===== config.mk =====
export PLATFORM = sky130hd
export DESIGN_NAME = fp_issue_queue
export DESIGN_NICKNAME = d
export VERILOG_FILES = /design/src/rtl/fp_issue_queue.sv
export SDC_FILE = /design/constraint.sdc
export NUM_CORES = 1
export LEC_CHECK = 0
export ABC_AREA = 0
export CAP_MARGIN = 30
export CORE_MARGIN = 2
export CORE_UTILIZATION = 25
export DETAILED_ROUTE_END_ITERATION = 12
export MAX_ROUTING_LAYER = met4
export PLACE_DENSITY = 0.44
export SYNTH_ARGS = -nofsm -noshare
export SYNTH_HDL_FRONTEND = slang
export SYNTH_SLANG_ARGS = --single-unit

===== constraint.sdc =====
create_clock -name clk -period 5.9 [get_ports clk]
set_input_delay 1.18 -clock clk [delete_from_list [all_inputs] [get_ports clk]]
set_output_delay 1.18 -clock clk [all_outputs]
set_load 0.03 [all_outputs]

===== src/rtl/fp_issue_queue.sv =====
// FP reservation station ahead of the FALU: collapsing queue that holds ops until both
// sources are ready, snoops writeback, and issues the oldest ready op through registered outputs.
module fp_issue_queue #(
    parameter int DEPTH   = 4,
    parameter int ROB_LEN = 32,
    parameter int ROB_W   = $clog2(ROB_LEN),
    parameter int DATA_W  = 32
) (
    input  logic              clk,
    input  logic              rst,
    input  logic              flush,
    input  logic              disp_valid,
    output logic              disp_ready,
    input  logic [4:0]        disp_funct5,
    input  logic [ROB_W-1:0]  disp_rob_idx,
    input  logic [6:0]        disp_rd,
    input  logic [6:0]        disp_rs1,
    input  logic [6:0]        disp_rs2,
    input  logic              disp_rs1_rdy,
    input  logic              disp_rs2_rdy,
    input  logic [DATA_W-1:0] disp_rs1_data,
    input  logic [DATA_W-1:0] disp_rs2_data,
    input  logic              wb_valid,
    input  logic [6:0]        wb_rd,
    input  logic [DATA_W-1:0] wb_data,
    output logic              falu_i_valid,
    output logic [4:0]        funct5,
    output logic [DATA_W-1:0] operand1,
    output logic [DATA_W-1:0] operand2,
    output logic [ROB_W-1:0]  falu_i_rob_idx,
    output logic [6:0]        falu_i_rd
);

    localparam int IDX_W = $clog2(DEPTH);
    localparam int CNT_W = $clog2(DEPTH + 1);

    typedef struct packed {
        logic [4:0]        funct5;
        logic [ROB_W-1:0]  rob;
        logic [6:0]        rd;
        logic [6:0]        tag1;
        logic              rdy1;
        logic [DATA_W-1:0] dat1;
        logic [6:0]        tag2;
        logic              rdy2;
        logic [DATA_W-1:0] dat2;
    } entry_t;

    // Shared by resident-entry wakeup and the dispatch bypass: same match rule for both.
    function automatic entry_t wake(input entry_t e, input logic v,
                                    input logic [6:0] tag, input logic [DATA_W-1:0] d);
        entry_t r;
        r = e;
        if (v && !e.rdy1 && e.tag1 == tag) begin
            r.rdy1 = 1'b1;
            r.dat1 = d;
        end
        if (v && !e.rdy2 && e.tag2 == tag) begin
            r.rdy2 = 1'b1;
            r.dat2 = d;
        end
        return r;
    endfunction

    entry_t             ent_q    [DEPTH];
    entry_t             ent_d    [DEPTH];
    entry_t             shift_in [DEPTH];
    entry_t             new_e;
    logic [CNT_W-1:0]   count_q, count_d, wr_idx;
    logic [IDX_W-1:0]   sel;
    logic               found, issue_fire, disp_fire;

    logic               vld_q;
    logic [4:0]         f5_q;
    logic [DATA_W-1:0]  op1_q, op2_q;
    logic [ROB_W-1:0]   rob_q;
    logic [6:0]         rd_q;

    always_comb begin
        found = 1'b0;
        sel   = '0;
        for (int i = 0; i < DEPTH; i++) begin
            if (!found && CNT_W'(i) < count_q && ent_q[i].rdy1 && ent_q[i].rdy2) begin
                found = 1'b1;
                sel   = IDX_W'(i);
            end
        end
        issue_fire = found && !flush;
        disp_ready = count_q < CNT_W'(DEPTH);
        disp_fire  = disp_valid && disp_ready && !flush;
        wr_idx     = count_q - CNT_W'(issue_fire);

        new_e.funct5 = disp_funct5;
        new_e.rob    = disp_rob_idx;
        new_e.rd     = disp_rd;
        new_e.tag1   = disp_rs1;
        new_e.rdy1   = disp_rs1_rdy;
        new_e.dat1   = disp_rs1_data;
        new_e.tag2   = disp_rs2;
        new_e.rdy2   = disp_rs2_rdy;
        new_e.dat2   = disp_rs2_data;

        for (int i = 0; i < DEPTH - 1; i++) shift_in[i] = ent_q[i + 1];
        shift_in[DEPTH-1] = ent_q[DEPTH-1];

        // Collapse first, then wake, so captured data lands in the entry's new slot.
        for (int i = 0; i < DEPTH; i++) begin
            ent_d[i] = wake((issue_fire && i >= int'(sel)) ? shift_in[i] : ent_q[i],
                            wb_valid, wb_rd, wb_data);
            if (disp_fire && CNT_W'(i) == wr_idx)
                ent_d[i] = wake(new_e, wb_valid, wb_rd, wb_data);
        end

        if (flush) count_d = '0;
        else       count_d = count_q + CNT_W'(disp_fire) - CNT_W'(issue_fire);
    end

    always_ff @(posedge clk or negedge rst) begin
        if (!rst) begin
            count_q <= '0;
            vld_q   <= 1'b0;
            f5_q    <= '0;
            op1_q   <= '0;
            op2_q   <= '0;
            rob_q   <= '0;
            rd_q    <= '0;
        end else begin
            count_q <= count_d;
            vld_q   <= issue_fire;
            if (issue_fire) begin
                f5_q  <= ent_q[sel].funct5;
                op1_q <= ent_q[sel].dat1;
                op2_q <= ent_q[sel].dat2;
                rob_q <= ent_q[sel].rob;
                rd_q  <= ent_q[sel].rd;
            end
        end
    end

    // Slot payload is qualified by count_q, so it needs no reset.
    always_ff @(posedge clk) begin
        for (int i = 0; i < DEPTH; i++) ent_q[i] <= ent_d[i];
    end

    assign falu_i_valid   = vld_q;
    assign funct5         = f5_q;
    assign operand1       = op1_q;
    assign operand2       = op2_q;
    assign falu_i_rob_idx = rob_q;
    assign falu_i_rd      = rd_q;

endmodule


==> metrics.log <==
[metrics] measured slew at the worst slew-check pin: 1040 ps
[metrics] number of antenna violations at the first check in global routing: 3
[metrics] # Post-CTS Setup Buffers: 0
[metrics] sort of element at the end of the critical path: flip-flop
[metrics] number of gates resized after CTS: 0
[metrics] largest buffer count on any clock path: 3
[metrics] largest net degree at the start of global routing: 113
[metrics] Critical R2R Launch: count_q[2]
[metrics] Remaining Overflow, GRT: 0
[metrics] overall power after layout: 16.1 mW
[metrics] Core Rows: 116
[metrics] Multi-input gate area: 11100 um^2
[metrics] Sw Ratio: 41.0%
[metrics] CTS tree: built
[metrics] register clock-pin slew on the reported worst setup and hold paths: 60 ps
[metrics] arrival time worst endpoint: 4660 ps
[metrics] number of DRC markers after the initial detailed-route iteration: 1901
[metrics] switching power summed over all nets: 6.61 mW
[metrics] total global routing track utilization: 20.3%
[metrics] summed instance area of the synthesized netlist: 25300 um^2
[metrics] worst setup slack for register-to-register paths: 1640 ps
[metrics] power density cells: 521 nW/um^2
[metrics] relative slew slack: 30.2%
[metrics] number of endpoints failing setup at the final stage: 0
[metrics] Post-Route Setup TNS: 0 ps
[metrics] Seq. cell area: 13300 um^2
[metrics] RSZ-0062 raised after global routing: false
[metrics] internal power: 9.50 mW
[metrics] number of iterations in the first detailed-routing pass: 6
[metrics] part of the power in the clock network: 22.8%
[metrics] initial standard-cell utilization of the core: 25.2%
[metrics] final cell count without fillers: 3717
[metrics] synthesized netlist net count: 2377
[metrics] Post-synth ARST share: 18.0%
[metrics] Flop pwr share: 35.7%
[metrics] net total in the final layout: 2514
[metrics] Filler Cells Inserted: 10200
[metrics] outcome: finished clean
[metrics] DRC violation count after routing: 0
[metrics] number of buffers added on ports: 223
[metrics] TritonCTS Buffers: 59
[metrics] floorplan die width: 322 um
[metrics] clk_lat worst skew: 680 ps
[metrics] Post-synth EDFFs: 340
[metrics] number of synthesized register bits: 473
[metrics] type of the worst min-delay path: primary input to async pin
[metrics] Seq/Total Area, Yosys: 52.7%
[metrics] final hold violation count: 0
[metrics] share of the clock period used by the worst path: 72.2%
[metrics] depth of the worst register-to-register path: 12
[metrics] Antenna Nets Post-Route: 0
[metrics] average wire per cell in the routed design: 28.2 um
[metrics] Critical Path Start Type: flip-flop
[metrics] terminus of the critical flop-to-flop path: ent_q[0][46]
[metrics] smallest hold slack: 490 ps
[metrics] Gate Count Post-Synth: 2229
[metrics] leading cell types in the layout, fill and taps excluded: edfxtp_1, nand2_1, clkdlybuf4s50_1, nor2_1, mux2i_1
[metrics] layout cell share with drive strength beyond 1: 12.8%
[metrics] final-report max-slew violation count: 0
[metrics] maximum net fanout on the critical path: 31
[metrics] total number of vias: 20500
[metrics] highest attainable clock frequency: 0.235 GHz
[metrics] clock net sink count: 473
[metrics] Routability Congestion: 0.858
[metrics] die boundary height: 322 um
[metrics] H-tree depth: 2
[metrics] cell leakage power: 11.4 nW
[metrics] hold buffer count at CTS: 0
[metrics] post-route core utilization: 30.9%
[metrics] predominant post-synthesis flop cell: edfxtp_1
[metrics] DIE AREA: 104000 um^2
[metrics] count of synthesis-stage warnings from yosys: 0
[metrics] required arrival time at the worst endpoint: 6310 ps
[metrics] aggregate routed wire length: 105 mm
[metrics] class of the most critical setup path: flip-flop to flip-flop
[metrics] post-synthesis area per instance: 11.3 um^2
[metrics] skew final: 41.8 ps
[metrics] Cell variety after synth: 75
[metrics] core box area: 100000 um^2
[metrics] wire length of the first global-routing pass: 150 mm
[metrics] number of max-cap violations: 0
[metrics] dpl cells: 3602
[metrics] maximum vdd ir drop: 0.303 mV
[metrics] via count of the first global-routing pass: 21100
[metrics] layout overhead on the synthesized area: 22.6%
[metrics] count of boundary I/O pins: 224
[metrics] Final Critical Period: 4260 ps
[metrics] clock root cell: clkbuf_16
[metrics] most frequent standard cell in the layout excluding fill and tap cells: edfxtp_1
[metrics] post-detailed-placement half-perimeter wirelength: 61.2 mm
[metrics] via count normalized by instance count: 5.50
[metrics] share of total power in combinational logic: 41.5%
==> registers in the layout, summed over array words and instances (netlist names) <==
register and count:
falu_i_rd 7, falu_i_rob_idx 5, count_q 3, funct5 5, operand2 32, falu_i_valid 1, operand1 32, ent_q 388
==> synthesized netlist by cell type (37+ instances only) <==
master / instances / share of area (%)
nor2_1: 153 / 2.3
edfxtp_1: 340 / 40
mux2i_1: 127 / 5.0
a21oi_1: 87 / 1.7
nand2_1: 303 / 4.5
o2bb2ai_1: 78 / 2.7
dfrtp_1: 85 / 8.4
and2_1: 37 / 0.92
a31oi_1: 101 / 2.5
buf_2: 43 / 0.85
mux2_2: 39 / 1.7
a221o_1: 64 / 2.5
nand3_1: 109 / 2.2
clkbuf_1: 133 / 2.0
dfxtp_1: 48 / 3.8
==> critical path, stage by stage, from the launching register on <==
cell     delay, ps
dfrtp_1        420
inv_1          140
ha_1           160
nor2b_1        400
or2_1          340
a31oi_4        120
ha_1           190
ha_1           450
nand3_4        500
nand2_1        390
a21oi_4         60
buf_4          370
a221o_1        440
==> cells by family (layout without fill, tap and decap cells) <==
family | after synthesis | after routing | share of synthesized area [%]
flops | 473 | 473 | 52.7
mux | 203 | 203 | 10.0
compound gates | 562 | 562 | 17.8
other cells | 0 | 3 | 0
buf+inv | 227 | 414 | 4.12
fa+ha+maj | 7 | 7 | 0.377
xor+xnor | 63 | 63 | 2.21
simple gates | 694 | 694 | 12.8
==> through the flow <==
stage                     area, um^2  setup slack (ps)
after detailed placement       29000              1050
after global placement         29000              1090
after floorplan                25300               731
after global routing           30900              1430
final                          31000              1640
after CTS                      30900              1680
==> routing by layer <==
| layer | vias to the layer above | wire (um) | global-route usage, % |
|---|---|---|---|
| met1 | 10500 | 43900 | 25.7 |
| met5 | - | 0 | - |
| met2 | 878 | 50000 | 32.9 |
| li1 | 8874 | - | - |
| met4 | 0 | 3390 | 6.64 |
| met3 | 196 | 7480 | 3.62 |
==> power groups by stage <==
stage	combinational, mW	sequential [mW]	clock (mW)
finish	6.68	5.76	3.67
global route	7.08	5.89	3.89
CTS	6.69	5.76	3.75
detailed placement	6.66	5.81	0
global placement	6.59	5.79	0
floorplan	3.46	6.12	0
==> layout make-up <==
cell class / count / share of cell area [%]
sequential: 473 / 43.0
multi-input combinational: 1529 / 36.0
timing repair buffer: 282 / 9.28
tap: 1298 / 5.25
antenna: 3 / 0.0243
inverter: 21 / 0.255
clock inverter: 39 / 1.18
clock buffer: 72 / 5.06
==> how the worst max path moves through the flow <==
stage                     cells past startpoint      endpoint  startpoint  slack [ps]
after floorplan                              13   ent_q[1][0]       flush         730
after global placement                       10  ent_q[0][42]       flush        1090
after detailed placement                     10  ent_q[0][58]       flush        1050
after CTS                                    12  ent_q[0][46]  count_q[2]        1680
after global routing                         12  ent_q[0][46]  count_q[2]        1430
final                                        12  ent_q[0][46]  count_q[2]        1640
No activity file was read; power rests on OpenSTA's default activity.
